## config.mk

```make
export PLATFORM = sky130hd
export DESIGN_NAME = shift_sched
export DESIGN_NICKNAME = d
export VERILOG_FILES = /design/src/rtl/shift_sched.sv
export SDC_FILE = /design/constraint.sdc
export NUM_CORES = 1
export LEC_CHECK = 0
export BUFFER_PORTS_ARGS = -buffer_cell sky130_fd_sc_hd__buf_2
export CAP_MARGIN = 40
export CORE_MARGIN = 2
export CORE_UTILIZATION = 23
export DETAILED_ROUTE_END_ITERATION = 12
export GPL_TIMING_DRIVEN = 0
export SYNTH_ARGS = -nofsm -noshare
export SYNTH_HDL_FRONTEND = slang
export SYNTH_SLANG_ARGS = --single-unit
```

## constraint.sdc

```tcl
create_clock -name clk -period 3.05 [get_ports clk]
set_clock_uncertainty 0.15 [all_clocks]
set_input_delay 0.61 -clock clk [delete_from_list [all_inputs] [get_ports clk]]
set_output_delay 0.61 -clock clk [all_outputs]
set_load 0.01 [all_outputs]
```

## src/rtl/shift_sched.sv

```systemverilog
// shift_sched: round-robin scheduler lending one shift buffer to NUM_REQ requesters.
// Optional stall counter is built only when SHIFT_SCHED_STALL_CNT_EN is defined.
module shift_sched #(
    parameter int NUM_REQ    = 2,
    parameter int ADDR_WIDTH = 8,
    parameter int CNT_WIDTH  = 16
) (
    input  logic                                 clk,
    input  logic                                 Rst,
    input  logic [NUM_REQ-1:0]                   req_vld,
    output logic [NUM_REQ-1:0]                   req_rdy,
    input  logic [NUM_REQ-1:0]                   req_incr,
    input  logic [NUM_REQ-1:0][ADDR_WIDTH-1:0]   req_bytestep,
    input  logic [NUM_REQ-1:0][ADDR_WIDTH-1:0]   req_wrbackstep,
    input  logic [NUM_REQ-1:0][CNT_WIDTH-1:0]    req_nin,
    input  logic [NUM_REQ-1:0][CNT_WIDTH-1:0]    req_nout,
    output logic [NUM_REQ-1:0]                   req_done,
    output logic [NUM_REQ-1:0]                   gnt,
    output logic                                 shift_ByteWrIncr,
    output logic [ADDR_WIDTH-1:0]                shift_ByteWrStep,
    output logic [ADDR_WIDTH-1:0]                shift_WrBackStep,
    output logic                                 shift_Rst,
    output logic                                 shift_din_en,
    output logic                                 shift_din_last,
    input  logic                                 shift_din_vld,
    input  logic                                 shift_din_rdy,
    input  logic                                 shift_dout_vld,
    input  logic                                 shift_dout_rdy,
    output logic                                 busy,
    output logic [CNT_WIDTH-1:0]                 cnt_stall
);

    localparam int IDX_W = (NUM_REQ > 1) ? $clog2(NUM_REQ) : 1;

    typedef enum logic [1:0] {
        IDLE  = 2'd0,
        FILL  = 2'd1,
        DRAIN = 2'd2,
        CLR   = 2'd3
    } state_t;

    state_t                 state_r;
    state_t                 state_nxt_s;
    logic [IDX_W-1:0]       ptr_r;
    logic [IDX_W-1:0]       gnt_idx_r;
    logic [IDX_W-1:0]       hi_idx_s;
    logic [IDX_W-1:0]       lo_idx_s;
    logic [IDX_W-1:0]       win_idx_s;
    logic                   hi_found_s;
    logic                   lo_found_s;
    logic                   accept_s;
    logic [CNT_WIDTH-1:0]   nin_sel_s;
    logic [CNT_WIDTH-1:0]   nout_sel_s;
    logic [CNT_WIDTH-1:0]   nin_r;
    logic [CNT_WIDTH-1:0]   nout_r;
    logic [CNT_WIDTH-1:0]   in_cnt_r;
    logic [CNT_WIDTH-1:0]   out_cnt_r;
    logic                   din_hs_s;
    logic                   dout_hs_s;
    logic                   in_last_s;
    logic                   out_last_s;

    function automatic logic [NUM_REQ-1:0] to_onehot(input logic [IDX_W-1:0] idx);
        logic [NUM_REQ-1:0] oh;
        oh      = {NUM_REQ{1'b0}};
        oh[idx] = 1'b1;
        return oh;
    endfunction

    assign din_hs_s   = shift_din_vld & shift_din_rdy;
    assign dout_hs_s  = shift_dout_vld & shift_dout_rdy;
    assign in_last_s  = (in_cnt_r == (nin_r - CNT_WIDTH'(1'b1)));
    assign out_last_s = (out_cnt_r == (nout_r - CNT_WIDTH'(1'b1)));
    assign nin_sel_s  = req_nin[win_idx_s];
    assign nout_sel_s = req_nout[win_idx_s];

    // Round-robin pick: lowest requester above the pointer, else lowest overall.
    always_comb begin
        hi_found_s = 1'b0;
        lo_found_s = 1'b0;
        hi_idx_s   = {IDX_W{1'b0}};
        lo_idx_s   = {IDX_W{1'b0}};
        for (int j = NUM_REQ - 1; j >= 0; j--) begin
            hi_idx_s   = (req_vld[j] && (IDX_W'(j) > ptr_r)) ? IDX_W'(j) : hi_idx_s;
            hi_found_s = hi_found_s | (req_vld[j] && (IDX_W'(j) > ptr_r));
            lo_idx_s   = req_vld[j] ? IDX_W'(j) : lo_idx_s;
            lo_found_s = lo_found_s | req_vld[j];
        end
        win_idx_s = hi_found_s ? hi_idx_s : lo_idx_s;
    end

    // Next-state decode; an empty input or output phase skips straight to CLR.
    always_comb begin
        state_nxt_s = state_r;
        accept_s    = 1'b0;
        case (state_r)
            IDLE: begin
                if (lo_found_s) begin
                    accept_s = 1'b1;
                    if ((nin_sel_s == {CNT_WIDTH{1'b0}}) || (nout_sel_s == {CNT_WIDTH{1'b0}})) begin
                        state_nxt_s = CLR;
                    end else begin
                        state_nxt_s = FILL;
                    end
                end else begin
                    state_nxt_s = IDLE;
                end
            end
            FILL: begin
                if (din_hs_s && in_last_s) begin
                    state_nxt_s = DRAIN;
                end else begin
                    state_nxt_s = FILL;
                end
            end
            DRAIN: begin
                if (dout_hs_s && out_last_s) begin
                    state_nxt_s = CLR;
                end else begin
                    state_nxt_s = DRAIN;
                end
            end
            CLR: begin
                state_nxt_s = IDLE;
            end
            default: begin
                state_nxt_s = IDLE;
            end
        endcase
    end

    // Handshake and buffer-control outputs; reset masks everything but the buffer clear.
    always_comb begin
        req_rdy        = {NUM_REQ{1'b0}};
        req_done       = {NUM_REQ{1'b0}};
        shift_din_en   = 1'b0;
        shift_din_last = 1'b0;
        busy           = 1'b0;
        shift_Rst      = Rst | (state_r == CLR);
        if (!Rst) begin
            req_rdy        = accept_s ? to_onehot(win_idx_s) : {NUM_REQ{1'b0}};
            req_done       = (state_r == CLR) ? gnt : {NUM_REQ{1'b0}};
            shift_din_en   = (state_r == FILL);
            shift_din_last = (state_r == FILL) && in_last_s;
            busy           = (state_r != IDLE);
        end else begin
            req_rdy        = {NUM_REQ{1'b0}};
        end
    end

    // State register, grant ownership and round-robin pointer.
    always_ff @(posedge clk) begin
        if (Rst) begin
            state_r   <= IDLE;
            ptr_r     <= IDX_W'(NUM_REQ - 1);
            gnt_idx_r <= {IDX_W{1'b0}};
            gnt       <= {NUM_REQ{1'b0}};
        end else begin
            state_r <= state_nxt_s;
            if (accept_s) begin
                gnt_idx_r <= win_idx_s;
                gnt       <= to_onehot(win_idx_s);
            end else if (state_r == CLR) begin
                ptr_r <= gnt_idx_r;
                gnt   <= {NUM_REQ{1'b0}};
            end
        end
    end

    // Latched transaction config and beat counters.
    always_ff @(posedge clk) begin
        if (Rst) begin
            shift_ByteWrIncr <= 1'b0;
            shift_ByteWrStep <= {ADDR_WIDTH{1'b0}};
            shift_WrBackStep <= {ADDR_WIDTH{1'b0}};
            nin_r            <= {CNT_WIDTH{1'b0}};
            nout_r           <= {CNT_WIDTH{1'b0}};
            in_cnt_r         <= {CNT_WIDTH{1'b0}};
            out_cnt_r        <= {CNT_WIDTH{1'b0}};
        end else if (accept_s) begin
            shift_ByteWrIncr <= req_incr[win_idx_s];
            shift_ByteWrStep <= req_bytestep[win_idx_s];
            shift_WrBackStep <= req_wrbackstep[win_idx_s];
            nin_r            <= nin_sel_s;
            nout_r           <= nout_sel_s;
            in_cnt_r         <= {CNT_WIDTH{1'b0}};
            out_cnt_r        <= {CNT_WIDTH{1'b0}};
        end else begin
            if ((state_r == FILL) && din_hs_s) begin
                in_cnt_r <= in_cnt_r + CNT_WIDTH'(1'b1);
            end
            if ((state_r == DRAIN) && dout_hs_s) begin
                out_cnt_r <= out_cnt_r + CNT_WIDTH'(1'b1);
            end
        end
    end

`ifdef SHIFT_SCHED_STALL_CNT_EN
    logic [CNT_WIDTH-1:0] stall_r;
    logic                 stall_ev_s;

    assign stall_ev_s = ((state_r == FILL)  && shift_din_vld  && !shift_din_rdy) ||
                        ((state_r == DRAIN) && shift_dout_vld && !shift_dout_rdy);

    // Saturating count of back-pressured cycles for the current transaction.
    always_ff @(posedge clk) begin
        if (Rst || accept_s) begin
            stall_r <= {CNT_WIDTH{1'b0}};
        end else if (stall_ev_s && (stall_r != {CNT_WIDTH{1'b1}})) begin
            stall_r <= stall_r + CNT_WIDTH'(1'b1);
        end
    end

    assign cnt_stall = stall_r;
`else
    assign cnt_stall = {CNT_WIDTH{1'b0}};
`endif

endmodule

```

* Word-level counts from Yosys, hierarchy flattened
Index checks and enable logic that the tools add are counted.
** Word-level totals
- Register bits after elaboration :: 87
- Output and inout bits :: 43
- Logic and storage cells :: 79
- Input bits :: 106
** Operators by class
- Eq/ne operators :: 5
- Bitwise logic cells :: 6
- $lt $le $gt $ge :: 4
- Add/subtract/negate cells :: 4
- Reductions and logical operators :: 16
- Mux-type cells :: 33
** Operators by type and width (count)
- 16-bit two-way mux :: 4
- 16-bit by 1-bit adder with 16-bit output, second input constant :: 2
- 16-bit equality test :: 2
- 16-bit zero test :: 2
- 8-bit two-way mux :: 4
- 16-bit by 1-bit subtractor with 16-bit output, second input constant :: 2
- 2-bit two-way mux :: 9
- 1-bit two-way mux :: 14
- 1-bit logical AND :: 8
- 2-bit one-hot mux with 4 select lines :: 1
- 2-bit equality test, second input constant :: 2
- 2-bit nonzero test :: 2
- 1-bit OR :: 3
- 1-bit bitwise AND :: 2
- 2-bit by 1-bit equality test with 1-bit output, second input constant :: 1
- 1-bit > comparator, first input constant :: 2
- 2-bit zero test :: 1
- 1-bit by 2-bit < comparator with 1-bit output, second input constant :: 1
- 2-bit AND reduction :: 1
- 2-bit OR reduction :: 1
- 1-bit demux with 1-bit select :: 1
- 1-bit greater-or-equal comparator, second input constant :: 1
- 1-bit logical OR :: 1
- 1-bit NOT :: 1

* Longest topological paths before layout
- Depth after elaboration :: 12
- Gate-level depth with buffers :: 11
- Gate-level depth less buffers :: 9

* Least setup slack after synthesis
No wires, ideal clock.
- Path kind :: register to output
- Start point :: register nin_r[0]
- End point :: output shift_din_last
- Data required time :: 2.290 ns
- Slack :: -0.336 ns
- Cell stages (with the launch flop) :: 10
- Data arrival time :: 2.626 ns
- Path buffers :: 0
- Cells stage by stage :: dfxtp_1 inv_1 ha_1 or4b_1 nor3_2 xor2_1 o221a_2 o21ai_1 nand3_1 a2111oi_0
** On the way
- Cells in the longest elaborated chain, start to end :: 4
** RTL lines
- start: declaration :: RTL line 54 : logic [CNT_WIDTH-1:0] nin_r;
- start signal: assignment :: RTL line 176 : nin_r <= {CNT_WIDTH{1'b0}};
- start signal: assignment :: RTL line 184 : nin_r <= nin_sel_s;
- 16-bit by 1-bit subtractor with 16-bit output :: RTL line 72 : assign in_last_s = (in_cnt_r == (nin_r - CNT_WIDTH'(1'b1)));
- 16-bit equality test :: RTL line 72
- 1-bit logical AND :: RTL line 144 : shift_din_last = (state_r == FILL) && in_last_s;
- 1-bit two-way mux :: RTL line 140 : if (!Rst) begin
- end: declaration :: RTL line 24 : output logic shift_din_last,
Every way passes these cells.

* Final worst setup path
- Start point :: register nin_r[2]
- End point :: output shift_din_last
The elaborated chain is that of the path after synthesis.

==> impl_metrics.yaml <==
floorplanning:
  dieHeight_um: 152.5
  io_pins: 149
  start_util: 0.2330
  rows: 54
  core_um2: 21760
  dieArea_um2: 23240
  die_w_um: 152.5
detailed_routing:
  wl_um: 16440
  drtIter0Drc: 290
  first_pass_iters: 6
  vias_per_cell: 4.782
  ant_nets: 0
  detail_route.wl_per_cell_um: 15.58
  via_count: 5045
  drc_errors: 0
timing:
  setup_viol: 1
  final-hold-violation-count: 0
  fin_ws_ps: -537.1
  period_share: 1.176
  rsz0062_at_grt: "yes"
  slew_headroom: 0.4839
  tightest_slew_ps: 767.0
  timing.fmax_ghz: 0.2788
  finalMaxSlewViolations: 0
  fin_crit_ps: 3587
cells_and_area:
  drive_above_1_share: 0.2865
  final_nets: 880
  syn2layout_area_growth_pct: 33.10
  diodes: 0
  finalNonFillerCells: 1055
  final_area_um2: 6746
synth:
  synth_edf_count: 0
  synth-seq-area-share: 0.3436
  ys_types: 64
  ys_ff_latch: 87
  synth_ff_type: "dfxtp_1"
  synth_area_um2: 5069
  syn_inst: 599
  yosys_warnings: 0
  async_flop_share: 0
  syn_avg_cell_area_um2: 8.462
clock_network:
  clock_path_buffers: 2
  tritoncts: "built"
  path_clk_slew_ps: 70
  clock_sinks: 87
  cts.hold.buffers_added: 0
  clockRootBuffer: "clkbuf_16"
  cts_buffers: 9
  htreeDepth: 3
  clk_latency_ps: 350
grt:
  grt_max_degree: 16
  first_global_vias: 4735
  antenna_found_initial: 1
  gr-usage-all-layers: 0.1391
  grt_pass1_wl_um: 25540
  grt.overflow.total: 0
hold_path:
  hold_depth: 2
  min_from: "shift_WrBackStep[2]"
  hold_path_end: "shift_WrBackStep[2]"
  hp-class: "reg2reg"
setup_path:
  cp.arrival_ps: 2830
  crit_fanout: 9
  r2r_start: "nin_r[2]"
  worst_setup_path_startpoint: "nin_r[2]"
  reg2reg_depth: 10
  crit_path_start_kind: "register"
  r2r_slack_ps: 80
  crit_type: "reg2out"
  end_kind: "primary output"
  timing.rr.end: "state_r[0]"
  required_ps: 2290
place:
  dpl-instance-area_um2: 6201
  routabilityCongestion: 0.8379
  io_buffers: 132
  hpwl_um: 12740
  dp.cells: 1028
power:
  power.density_nw_per_um2: 536.4
  fin_total_pwr_mw: 3.619
  vdd_ir_drop_max_v: 0.0003704
  p_leak_nw: 2.763
job:
  max-cap-violations: 0
run_status:
  violations: "negative setup slack"
  outcome: "finished with violations"
==> registers in the layout, summed over array words and instances (netlist names) <==
signal / cells
in_cnt_r: 16
nin_r: 16
nout_r: 16
out_cnt_r: 16
shift_ByteWrStep: 8
shift_WrBackStep: 8
gnt: 2
state_r: 2
gnt_idx_r: 1
ptr_r: 1
shift_ByteWrIncr: 1
==> power by group <==
group / switching (mW) / internal (mW) / total (mW) / leakage [nW]
registers: 0.115 / 1.24 / 1.36 / 0.715
clock network: 0.492 / 0.660 / 1.15 / 0.145
logic: 0.606 / 0.502 / 1.11 / 1.90
total: 1.21 / 2.41 / 3.62 / 2.76
==> worst max-delay path by stage <==
stage / slack, ps / depth (start not counted) / end
after CTS: -480 / 10 / shift_din_last
final: -540 / 9 / shift_din_last
after global placement: -870 / 7 / req_rdy[1]
after global routing: -630 / 9 / shift_din_last
after floorplan: 50 / 9 / shift_din_last
after detailed placement: -540 / 8 / req_rdy[1]
==> cells in the mapped netlist (3+ instances only) <==
| master | n | area (µm²) |
|---|---|---|
| a22oi_1 | 6 | 45.04 |
| nor2_1 | 80 | 300.3 |
| nand3_1 | 12 | 60.06 |
| nand3b_1 | 5 | 37.54 |
| o21ai_0 | 6 | 30.03 |
| clkbuf_1 | 31 | 116.4 |
| mux2i_1 | 34 | 340.3 |
| nand4_1 | 22 | 137.6 |
| nor2b_1 | 3 | 18.77 |
| ha_1 | 4 | 50.05 |
| nor3_1 | 10 | 50.05 |
| buf_1 | 3 | 11.26 |
| or4_1 | 5 | 37.54 |
| o21ai_1 | 6 | 30.03 |
| a211o_1 | 3 | 26.28 |
| xnor2_1 | 26 | 227.7 |
| nand2b_1 | 7 | 43.79 |
| or3_1 | 8 | 50.05 |
| nor4_1 | 25 | 156.4 |
| xor2_1 | 36 | 315.3 |
| buf_4 | 16 | 120.1 |
| a211oi_1 | 32 | 240.2 |
| a21oi_1 | 17 | 85.08 |
| a222oi_1 | 13 | 130.1 |
| dfxtp_1 | 87 | 1742 |
| and3_1 | 6 | 37.54 |
| inv_1 | 20 | 75.07 |
| nand2_1 | 26 | 97.59 |
| a31oi_1 | 5 | 31.28 |
==> per-stage QoR <==
step	hold slack (ps)	worst slack, ps	TNS (ps)	util
finish	303.9	-537.1	-537.1	0.3101
global route	334.4	-631.3	-631.3	0.3101
CTS	306.4	-482.2	-676.3	0.3081
detailed placement	293.8	-535.7	-1355	0.2850
global placement	280.4	-872.3	-5997	0.2836
floorplan	268.1	52.98	0	-
==> final cells by class <==
class	instances	area (µm²)
Buffer	50	262.8
Clock buffer	10	239.0
Clock inverter	6	67.56
Fill cell	2329	15010
Inverter	20	77.57
Multi-Input combinational cell	455	3194
Sequential cell	87	1752
Tap cell	280	350.3
Timing Repair Buffer	147	803.3
==> worst max-delay path: stages, from the launching register on <==
cell and delay, ps:
dfxtp_1 310, buf_6 130, or3_4 360, or4_4 500, xnor2_2 170, nand4_2 170
nor2_2 180, nand3_2 110, a2111oi_4 350, buf_2 200
==> repair_timing <==
action | 4_1_cts | 5_1_grt
pin swaps | 8 | 12
setup endpoints to repair | 4 | 5
gates resized for setup | 28 | 17
setup buffers | 16 | 3
gates cloned | 0 | 0
==> routing by layer <==
layer  wire length, µm  vias to the layer above  global-route usage
met1              7760                     2338              0.1911
li1                  -                     2505                   -
met5                 0                        -                   0
met2              7040                      183              0.2121
met3              1406                       19             0.04408
met4               229                        0             0.03439
==> layout by cell type, fill, tap and decap left out, types with 3 or more instances in the layout <==
cell,instances
or3_1,8
buf_6,5
nor2_1,79
a21oi_1,17
xnor2_1,26
buf_2,132
and3_1,6
xor2_1,36
nand4_1,22
buf_4,25
or4_4,3
nand2_1,26
dfxtp_1,83
nor4_1,21
nor3_1,9
buf_1,3
clkbuf_2,3
or4_1,3
a22oi_1,6
o21ai_0,6
a31oi_1,5
clkbuf_1,26
o21ai_1,4
conb_1,16
a211oi_1,32
mux2i_1,34
nand3_1,11
a222oi_1,13
clkbuf_16,9
nand3b_1,5
a211o_1,3
nand2b_1,7
inv_1,18
==> cell families (layout without fill, tap and decap cells) <==
| kind of cell | after synthesis | count (layout) | synth area share |
|---|---|---|---|
| and+or+nand+nor | 231 | 231 | 0.2429 |
| AOI/OAI and AO/OA | 106 | 106 | 0.1563 |
| DFF | 87 | 87 | 0.3436 |
| buffers and inverters | 72 | 233 | 0.06690 |
| xor gates and xnor gates | 63 | 63 | 0.1103 |
| muxes | 35 | 35 | 0.06937 |
| adders and majority gates | 4 | 4 | 0.009874 |
| other | 1 | 16 | 0.0007398 |
No activity file was read; power rests on OpenSTA's default activity.
